<file path="src/rtl/conv_pkg.sv">
// Shared defaults, index-width helper and FSM state type for the x_stream_tx block.
package conv_pkg;

    localparam int DEF_T = 8;
    localparam int DEF_N = 8;

    // Index width for an N-entry buffer; never narrower than one bit.
    function automatic int aw_f(input int n);
        return (n > 1) ? $clog2(n) : 1;
    endfunction

    typedef enum logic {
        IDLE = 1'b0,
        SEND = 1'b1
    } state_e;

endpackage

</file>
<file path="src/rtl/x_stream_tx_mem.sv">
// N x T sample buffer for x_stream_tx: synchronous write port, asynchronous read port.
module x_stream_tx_mem
    import conv_pkg::*;
#(
    parameter  int T  = DEF_T,
    parameter  int N  = DEF_N,
    localparam int AW = aw_f(N)
) (
    input  logic          clk,
    input  logic          wr_en,
    input  logic [AW-1:0] wr_addr,
    input  logic [T-1:0]  wr_data,
    input  logic [AW-1:0] rd_addr,
    output logic [T-1:0]  rd_data
);

    logic [T-1:0] mem_q [N];

    // NOTE: the storage array has no reset branch on purpose; its contents survive
    // a block reset and it maps onto plain register-file cells without reset muxing.
    always_ff @(posedge clk) begin
        if (wr_en) begin
            mem_q[wr_addr] <= wr_data;
        end
    end

    assign rd_data = mem_q[rd_addr];

endmodule

</file>
<file path="src/rtl/x_stream_tx.sv">
// Buffered vector transmitter with a registered valid/ready output stream.
// Optional feature macro X_STREAM_TX_REPEAT_EN adds rep_count: the vector is sent rep_count+1 times.
module x_stream_tx
    import conv_pkg::*;
#(
    parameter  int T  = DEF_T,
    parameter  int N  = DEF_N,
    localparam int AW = aw_f(N)
) (
    input  logic          clk,
    input  logic          reset,
    input  logic          wr_en,
    input  logic [AW-1:0] wr_addr,
    input  logic [T-1:0]  wr_data,
    input  logic          start,
`ifdef X_STREAM_TX_REPEAT_EN
    input  logic [3:0]    rep_count,
`endif
    output logic          busy,
    output logic          done,
    output logic [T-1:0]  m_data_out_x,
    output logic          m_valid_x,
    input  logic          m_ready_x
);

    localparam logic [AW-1:0] LAST = AW'(N - 1);

    state_e        state_q, state_d;
    logic [AW-1:0] ptr_q, ptr_d;
    logic [T-1:0]  data_q, data_d;
    logic          valid_q, valid_d;
    logic          done_q, done_d;
    logic          mem_we;
    logic [AW-1:0] rd_addr;
    logic [T-1:0]  rd_data;
    logic          last_pass;

`ifdef X_STREAM_TX_REPEAT_EN
    logic [3:0] pass_q, pass_d;
    assign last_pass = (pass_q == 4'd0);
`else
    assign last_pass = 1'b1;
`endif

    x_stream_tx_mem #(
        .T (T),
        .N (N)
    ) u_mem (
        .clk     (clk),
        .wr_en   (mem_we),
        .wr_addr (wr_addr),
        .wr_data (wr_data),
        .rd_addr (rd_addr),
        .rd_data (rd_data)
    );

    // The sample to present next is either the start of the vector or the one after ptr.
    always_comb begin
        rd_addr = '0;
        if (state_q == SEND && ptr_q != LAST) begin
            rd_addr = ptr_q + AW'(1);
        end
    end

    // NOTE: every variable gets a default before the case so no path leaves one unassigned
    // and no latch is inferred.
    always_comb begin
        state_d = state_q;
        ptr_d   = ptr_q;
        data_d  = data_q;
        valid_d = valid_q;
        done_d  = 1'b0;
        mem_we  = 1'b0;
`ifdef X_STREAM_TX_REPEAT_EN
        pass_d  = pass_q;
`endif
        unique case (state_q)
            IDLE: begin
                if (start) begin
                    state_d = SEND;
                    ptr_d   = '0;
                    data_d  = rd_data;
                    valid_d = 1'b1;
`ifdef X_STREAM_TX_REPEAT_EN
                    pass_d  = rep_count;
`endif
                end else if (wr_en && !reset) begin
                    mem_we = 1'b1;
                end
            end
            SEND: begin
                if (valid_q && m_ready_x) begin
                    if (ptr_q != LAST) begin
                        ptr_d  = ptr_q + AW'(1);
                        data_d = rd_data;
                    end else if (!last_pass) begin
                        ptr_d  = '0;
                        data_d = rd_data;
`ifdef X_STREAM_TX_REPEAT_EN
                        pass_d = pass_q - 4'd1;
`endif
                    end else begin
                        state_d = IDLE;
                        ptr_d   = '0;
                        valid_d = 1'b0;
                        done_d  = 1'b1;
                    end
                end
            end
            default: state_d = IDLE;
        endcase
    end

    // NOTE: state registers use non-blocking assignments so every flop samples the
    // values from before the edge, independent of statement order.
    always_ff @(posedge clk) begin
        if (reset) begin
            state_q <= IDLE;
            ptr_q   <= '0;
            data_q  <= '0;
            valid_q <= 1'b0;
            done_q  <= 1'b0;
`ifdef X_STREAM_TX_REPEAT_EN
            pass_q  <= '0;
`endif
        end else begin
            state_q <= state_d;
            ptr_q   <= ptr_d;
            data_q  <= data_d;
            valid_q <= valid_d;
            done_q  <= done_d;
`ifdef X_STREAM_TX_REPEAT_EN
            pass_q  <= pass_d;
`endif
        end
    end

    assign busy         = (state_q == SEND);
    assign done         = done_q;
    assign m_data_out_x = data_q;
    assign m_valid_x    = valid_q;

endmodule

</file>
<file path="config.mk">
export PLATFORM = sky130hd
export DESIGN_NAME = x_stream_tx
export DESIGN_NICKNAME = d
export VERILOG_FILES = /design/src/rtl/conv_pkg.sv /design/src/rtl/x_stream_tx_mem.sv /design/src/rtl/x_stream_tx.sv
export SDC_FILE = /design/constraint.sdc
export NUM_CORES = 1
export LEC_CHECK = 0
export BUFFER_PORTS_ARGS = -buffer_cell sky130_fd_sc_hd__buf_2
export CAP_MARGIN = 20
export CORE_ASPECT_RATIO = 1.1
export CORE_MARGIN = 1.5
export CORE_UTILIZATION = 38
export DETAILED_ROUTE_END_ITERATION = 8
export GPL_ROUTABILITY_DRIVEN = 0
export PLACE_DENSITY = 0.59
export SETUP_SLACK_MARGIN = 0.02
export SLEW_MARGIN = 10
export SYNTH_ARGS = -nofsm -noshare
export SYNTH_HDL_FRONTEND = slang
export SYNTH_SLANG_ARGS = --single-unit
</file>
<file path="constraint.sdc">
create_clock -name clk -period 4.1 [get_ports clk]
set_input_delay 0.615 -clock clk [delete_from_list [all_inputs] [get_ports clk]]
set_output_delay 0.615 -clock clk [all_outputs]
set_load 0.02 [all_outputs]
</file>
# Word-level counts from Yosys, hierarchy flattened
# Memories as Yosys holds them, arrays and structs flattened.
# Index checks and enable logic that the tools add are counted.
# W data, S select, Z words.
word_totals:
  elab_cells: 45
  n_memories: 1
  in_bits: 16
  regBits: 14
  output_inout_bits: 11
  ram_bits: 64
memory_table:
  columns: ["name", "depth", "word_bits", "rd", "rd_clocked_by_memory_dff", "wr", "line_no", "text"]
  rows:
  - ["u_mem.mem_q", 8, 8, 1, 0, 1, "x_stream_tx_mem.sv:17", "logic [T-1:0] mem_q [N];"]
classes:
  n_bitwise: 2
  muxes: 23
  add_sub_neg: 1
  n_eq_ne: 5
  n_reduce_logical: 8
op_table:
  columns: ["cell", "n"]
  rows:
  - ["$mux W8", 3]
  - ["$pmux W8 S2", 1]
  - ["$mux W1", 12]
  - ["$mux W3", 4]
  - ["$pmux W3 S2", 1]
  - ["$reduce_and A3 Y1", 2]
  - ["$ne A2 B1 Y1 const B", 2]
  - ["$ne A2 B2 Y1 const B", 2]
  - ["$pmux W1 S2", 2]
  - ["$add A3 B1 Y3 const B", 1]
  - ["$logic_and A1 B1 Y1", 3]
  - ["$ne A3 B3 Y1 const B", 1]
  - ["$reduce_or A3 Y1", 1]
  - ["$not A1 Y1", 2]
  - ["$reduce_and A2 Y1", 1]
  - ["$logic_not A1 Y1", 1]

# Depth between registers and ports, before layout
depth:
  word_depth: 7
  mapped_depth: 7
  mapped_depth_nobuf: 6

# Modules after synthesis
# From an unflattened synthesis, not the netlist that was laid out.
unflattened:
  hier_cells: 175
  hier_area_um2: 3221.8
by_module_without_submodules:
  columns: ["module", "n_inst", "cells_per_inst", "area_each_um2", "seq_area_each_um2"]
  rows:
  - ["x_stream_tx_mem", 1, 106, 2531.2, 1921.8]
  - ["x_stream_tx", 1, 69, 690.7, 280.3]

# Least setup slack after synthesis
# No wires, ideal clock.
synth_timing:
  path_kind: "in2reg"
  startpoint: "input port reset"
  endpoint: "memory u_mem.mem_q[0][0] (netlist name) (enable)"
  slack_ns: 1.925
  n_path_buf: 1
  required_time_ns: 3.717
  arrival_time_ns: 1.792
  path_stages: 5
  setup_ns: 0.383
  path_cell_list: "clkbuf_1 inv_1 and3_1 nand2b_1 nor3_1"
synth_between:
  elab_chain_cells: 7
synth_lines:
  columns: ["item", "line_no", "text"]
  rows:
  - ["from (decl)", "x_stream_tx.sv:11", "input logic reset,"]
  - ["$logic_not A1 Y1", "x_stream_tx.sv:87", "end else if (wr_en && !reset) begin"]
  - ["$logic_and A1 B1 Y1", "x_stream_tx.sv:87", null]
  - ["$mux W1", "x_stream_tx.sv:87", null]
  - ["$mux W1", "x_stream_tx.sv:79", "if (start) begin"]
  - ["$mux W1", "x_stream_tx.sv:77", "unique case (state_q)"]
  - ["$mux W1", "x_stream_tx_mem.sv:22", "if (wr_en) begin"]
  - ["$mux W1 (implied by the code)", "x_stream_tx_mem.sv:23", "mem_q[wr_addr] <= wr_data;"]
  - ["to (decl)", "x_stream_tx_mem.sv:17", null]
# Every way passes these cells.

# Worst setup path in the final report
layout_timing:
  startpoint: "register ptr_q[0]"
  endpoint: "register data_q[6] (netlist: m_data_out_x[6])"
layout_between:
  elab_chain_cells: 7
  elab_cells_between_ends: 11
  cone_classes: "1 x add/sub; 2 x eq/ne; 5 x mux; 2 x reduce/logical; 1 x memory"
layout_lines:
  columns: ["item", "line_no", "text"]
  rows:
  - ["from (decl)", "x_stream_tx.sv:29", "logic [AW-1:0] ptr_q, ptr_d;"]
  - ["from (signal assigned)", "x_stream_tx.sv:128", "ptr_q <= ptr_d;"]
  - ["branches (longest 7 deep; another with $mem_v2 Z8 W8)", null, null]
  - ["to (signal assigned)", "x_stream_tx.sv:129", "data_q <= data_d;"]
  - ["to (decl)", "x_stream_tx.sv:30", "logic [T-1:0] data_q, data_d;"]
# Several ways; the timed one is not identified. The select of a mux whose other input is x is not followed.
# A chain may end at the register's enable or synchronous reset.

==> reports/metrics.sh <==
STATUS='finished clean'
FINALNONFILLERCELLS=358
YS.WARNINGS.COUNT=0
PLACEMENTROWS=34
POWER.IR.VDD_WORST_V=0.000213
SETUP-TNS-FINAL_PS=0
YS_ASYNC_SR_FRACTION_PCT=0
SYNTH_SEQ_AREA_SHARE_PCT=69.7
CELL_AT_THE_SLOWEST_STAGE_OF_THE_CRITICAL_PATH='dfxtp_2'
TOTAL_DRC_ERRORS_IN_THE_ROUTED_LAYOUT=0
SYNTH_AREA_LEADERS='edfxtp_1, dfxtp_1, mux2i_1'
INITIAL_UTILIZATION_PCT=39.5
FLOW.AREA_GROWTH_FROM_SYNTHESIS_PCT=14.9
WORSTPATHCELLLIST='ha_1, ha_1, nand3b_1, o22ai_1, a221o_1'
SYNTH_CELL_TYPES=31
RSZ0062_AT_GRT='no'
YS_FF_LATCH=78
CORE_AREA_MM2=0.00800
CTS_NUM_SINKS=78
SYNTH.NET_COUNT=233
SHARE_OF_CELLS_ABOVE_DRIVE_STRENGTH_1_PCT=21.2
MAXCLOCKFREQUENCY_MHz=344
DETAILEDROUTE.FIRSTPASSITERATIONCOUNT=5
HP-START='ptr_q[1]'
SYNTH_EDF_COUNT=64
TIMING.CRITICAL_PATH.MODE_CELL='ha_1'
TIMING.CRITICAL_PATH.REQUIRED_PS=4330
SYNTH_TOP_CELL_AREA_SHARE_PCT=60.8
CTS-HOLD-FIX-BUFFERS=0
GLOBALROUTEOVERFLOWTOTAL=0
INSERTEDDIODECOUNT=0
CRIT-REG2REG-CAPTURE='m_data_out_x[6]'
NUMBER_OF_BUFFERS_ON_THE_LONGEST_CLOCK_PATH=2
AVERAGE_INSTANCE_AREA_AFTER_SYNTHESIS_UM2=14.7
TIMING.CRITICAL_PATH.BUF_INV=0
SHARE_SEQ_OF_TOTAL_POWER_PCT=53.6
FINALHOLDWORSTSLACK_PS=466
REG2REG_SETUP_SLACK_PS=1190
IOS=27
PATH_CLASS='register to register'
GRT.TOTAL_USAGE_PCT=15.7
SLOWEST_DELAY_PS=980
POWER_FRAC_CLOCK_PCT=41.6
ANTENNA_FOUND_INITIAL=0
FILLERS=745
ROOT_BUFFER='clkbuf_8'
TOTALWIRELENGTH_UM=6560
FINAL.SETUP_SKEW_PS=9.80
FIN_CRIT_PS=2910
CTS_BUFFERS=9
CTS_RESIZED=0
CP_MAX_FO=43
HOLD_PATH_END='ptr_q[1]'
SETUP_VIOL_COUNT_FINAL=0
PATH_DELAY_FAMILY='flip-flops'
COMB_POWER_SHARE_PCT=4.8
TIMING.SLEW.HEADROOM_PCT=24.7
HTREE_NUM_LEVELS=3
P_SWITCHING_mW=0.338
TIMING.HOLD.WORST_PATH_DEPTH=2
POST_SYNTH_INSTANCE_AREA_MM2=0.00316
CRITPATHARRIVALTIME_PS=3140
DR.FIRST_ITER.DRC_COUNT=111
POST_CTS.REPAIR.SETUP_BUFFERS=0
SWITCHING_SHARE_PCT=20.6
WORSTREGTOREGCELLS=5
MAX-CAP-VIOLATIONS=0
TIGHTEST_SLEW_PS=1130
DP.CELLS=342
INTERNAL-POWER_mW=1.30
STATIC-LEAKAGE-POWER_nW=1.23
PORT-BUFFER-COUNT=26
DESIGN.FINAL.NETS=263
SYNTH_LARGEST_AREA_CELL='edfxtp_1'
POWER_DENSITY_mW_PER_MM2=451
TIMING.CRITICAL_PATH.TO_TYPE='register'
MAXIMUM_NUMBER_OF_PINS_ON_ONE_NET_BEFORE_GLOBAL_ROUTE_REPAIR=44
FLOORPLAN.DIE.HEIGHT_UM=98.7
WIRE_PER_INST_UM=18.3
TRITONCTS='yes'
PLACE_HPWL_UM=4040
POST_SYNTH_INST_COUNT=215
VIAS_PER_CELL=5.28
CHIPWIDTH_UM=90.0
WORSTSETUPSTARTPOINTTYPE='register'
VIAS_IN_THE_FIRST_GLOBAL_ROUTE=1848
ROUTE.VIAS.TOTAL=1892
CLK-INSERTION-DELAY-LATE_PS=340
CTS.CLK_SLEW.WORST_PATHS_PS=80
DIE_AREA_MM2=0.00887
GRT_FIRST_PASS_WIRELENGTH_UM=10300
HOLD_VIOL_FINAL=0
FINALPOWER_mW=1.64
TIMING_MAX_TRANSITION_VIOLATIONS_FINAL=0
WORST_MIN_DELAY_PATH_CLASS='register to register'
SYNTH_TOP_FLOP_CELL='edfxtp_1'
FIN_CRIT_SH_PCT=70.9
R2R_START='ptr_q[0]'
ROUTE.ANTENNA.REMAINING_NETS=0
cell type report:
cell class                      instances  area (µm²)  share of cell area (%)
Sequential cell                        78        2200                    60.7
Multi-Input combinational cell        125         892                    24.6
Timing Repair Buffer                   30         160                    4.41
Tap cell                              108         135                    3.72
Clock buffer                           10         128                    3.51
Clock inverter                          6         110                    3.03
Inverter                                1        3.75                   0.103
flip-flops by register name (all words and copies together) (netlist names):
signal	count
ptr_q	3
m_data_out_x	8
busy	1
done	1
u_mem.mem_q	64
m_valid_x	1
cell usage after synthesis (2+ instances only):
master,n
buf_2,5
nand2b_1,10
and3_1,3
a211oi_1,2
clkbuf_1,3
ha_1,2
nor2_1,17
edfxtp_1,64
or4b_1,6
mux2i_1,17
dfxtp_1,14
o22ai_1,14
a21oi_1,11
nor2b_1,2
a221o_1,7
nand3_1,2
nand2_1,5
buf_6,2
nor3_1,11
mux2_2,7
routing by layer:
layer  global-route usage, %  part of all wire [%]  wire (µm)
met2                    23.0                    45       2950
met3                    3.24                   3.0        196
met5                       0                     0          0
met4                    9.65                   4.0        264
met1                    21.4                    48       3140
per-stage QoR:
step	util [%]	setup WS [ps]	area [µm²]
6_report	45.4	1190	3630
4_1_cts	45.4	1200	3630
3_3_place_gp	42.4	1310	3390
5_1_grt	45.4	945	3630
3_5_place_dp	42.4	1210	3390
2_1_floorplan	-	1920	3160
worst max-delay path by stage:
stage | start | end | slack [ps] | cells after the start
global route | ptr_q[0] | m_data_out_x[6] | 940 | 5
floorplan | reset | u_mem.mem_q[0][0] | 1920 | 5
detailed placement | ptr_q[0] | m_data_out_x[6] | 1210 | 5
CTS | ptr_q[0] | m_data_out_x[6] | 1200 | 5
finish | ptr_q[0] | m_data_out_x[6] | 1190 | 5
global placement | ptr_q[0] | m_data_out_x[6] | 1310 | 5
power groups by stage:
stage	registers [mW]	logic (mW)	clock network, mW
global placement	0.897	0.0775	0
CTS	0.879	0.0791	0.690
finish	0.878	0.0784	0.683
detailed placement	0.896	0.0788	0
floorplan	0.899	0.0409	0
global route	0.880	0.0857	0.723
cell families (layout without fill, tap and decap cells):
family	count (synthesis)	in the layout	synth area share (%)
AO/OA/AOI/OAI	39	39	8.95
adder cells (fa/ha/maj)	2	2	0.792
buffers and inverters	12	47	2.10
flip-flops	78	78	69.7
multiplexers	24	24	7.88
AND/OR/NAND/NOR	60	60	10.6
worst register-to-register path, cell delays in order, from the launching register on:
cell and delay (ps):
dfxtp_2 980, ha_1 310, ha_1 370, nand3b_1 560, o22ai_1 210, a221o_1 380
cell usage in the layout, fill, tap and decap left out, drive strengths merged, types with 3 or more instances in the layout:
cell type / n
and3: 3
nand2b: 10
nor3: 11
mux2i: 17
or4b: 6
o22ai: 14
a21oi: 11
dfxtp: 14
nor2: 17
edfxtp: 64
mux2: 7
a221o: 7
bufinv: 3
nand2: 5
clkbuf: 10
buf: 30
(Power assumes the default switching activity.)
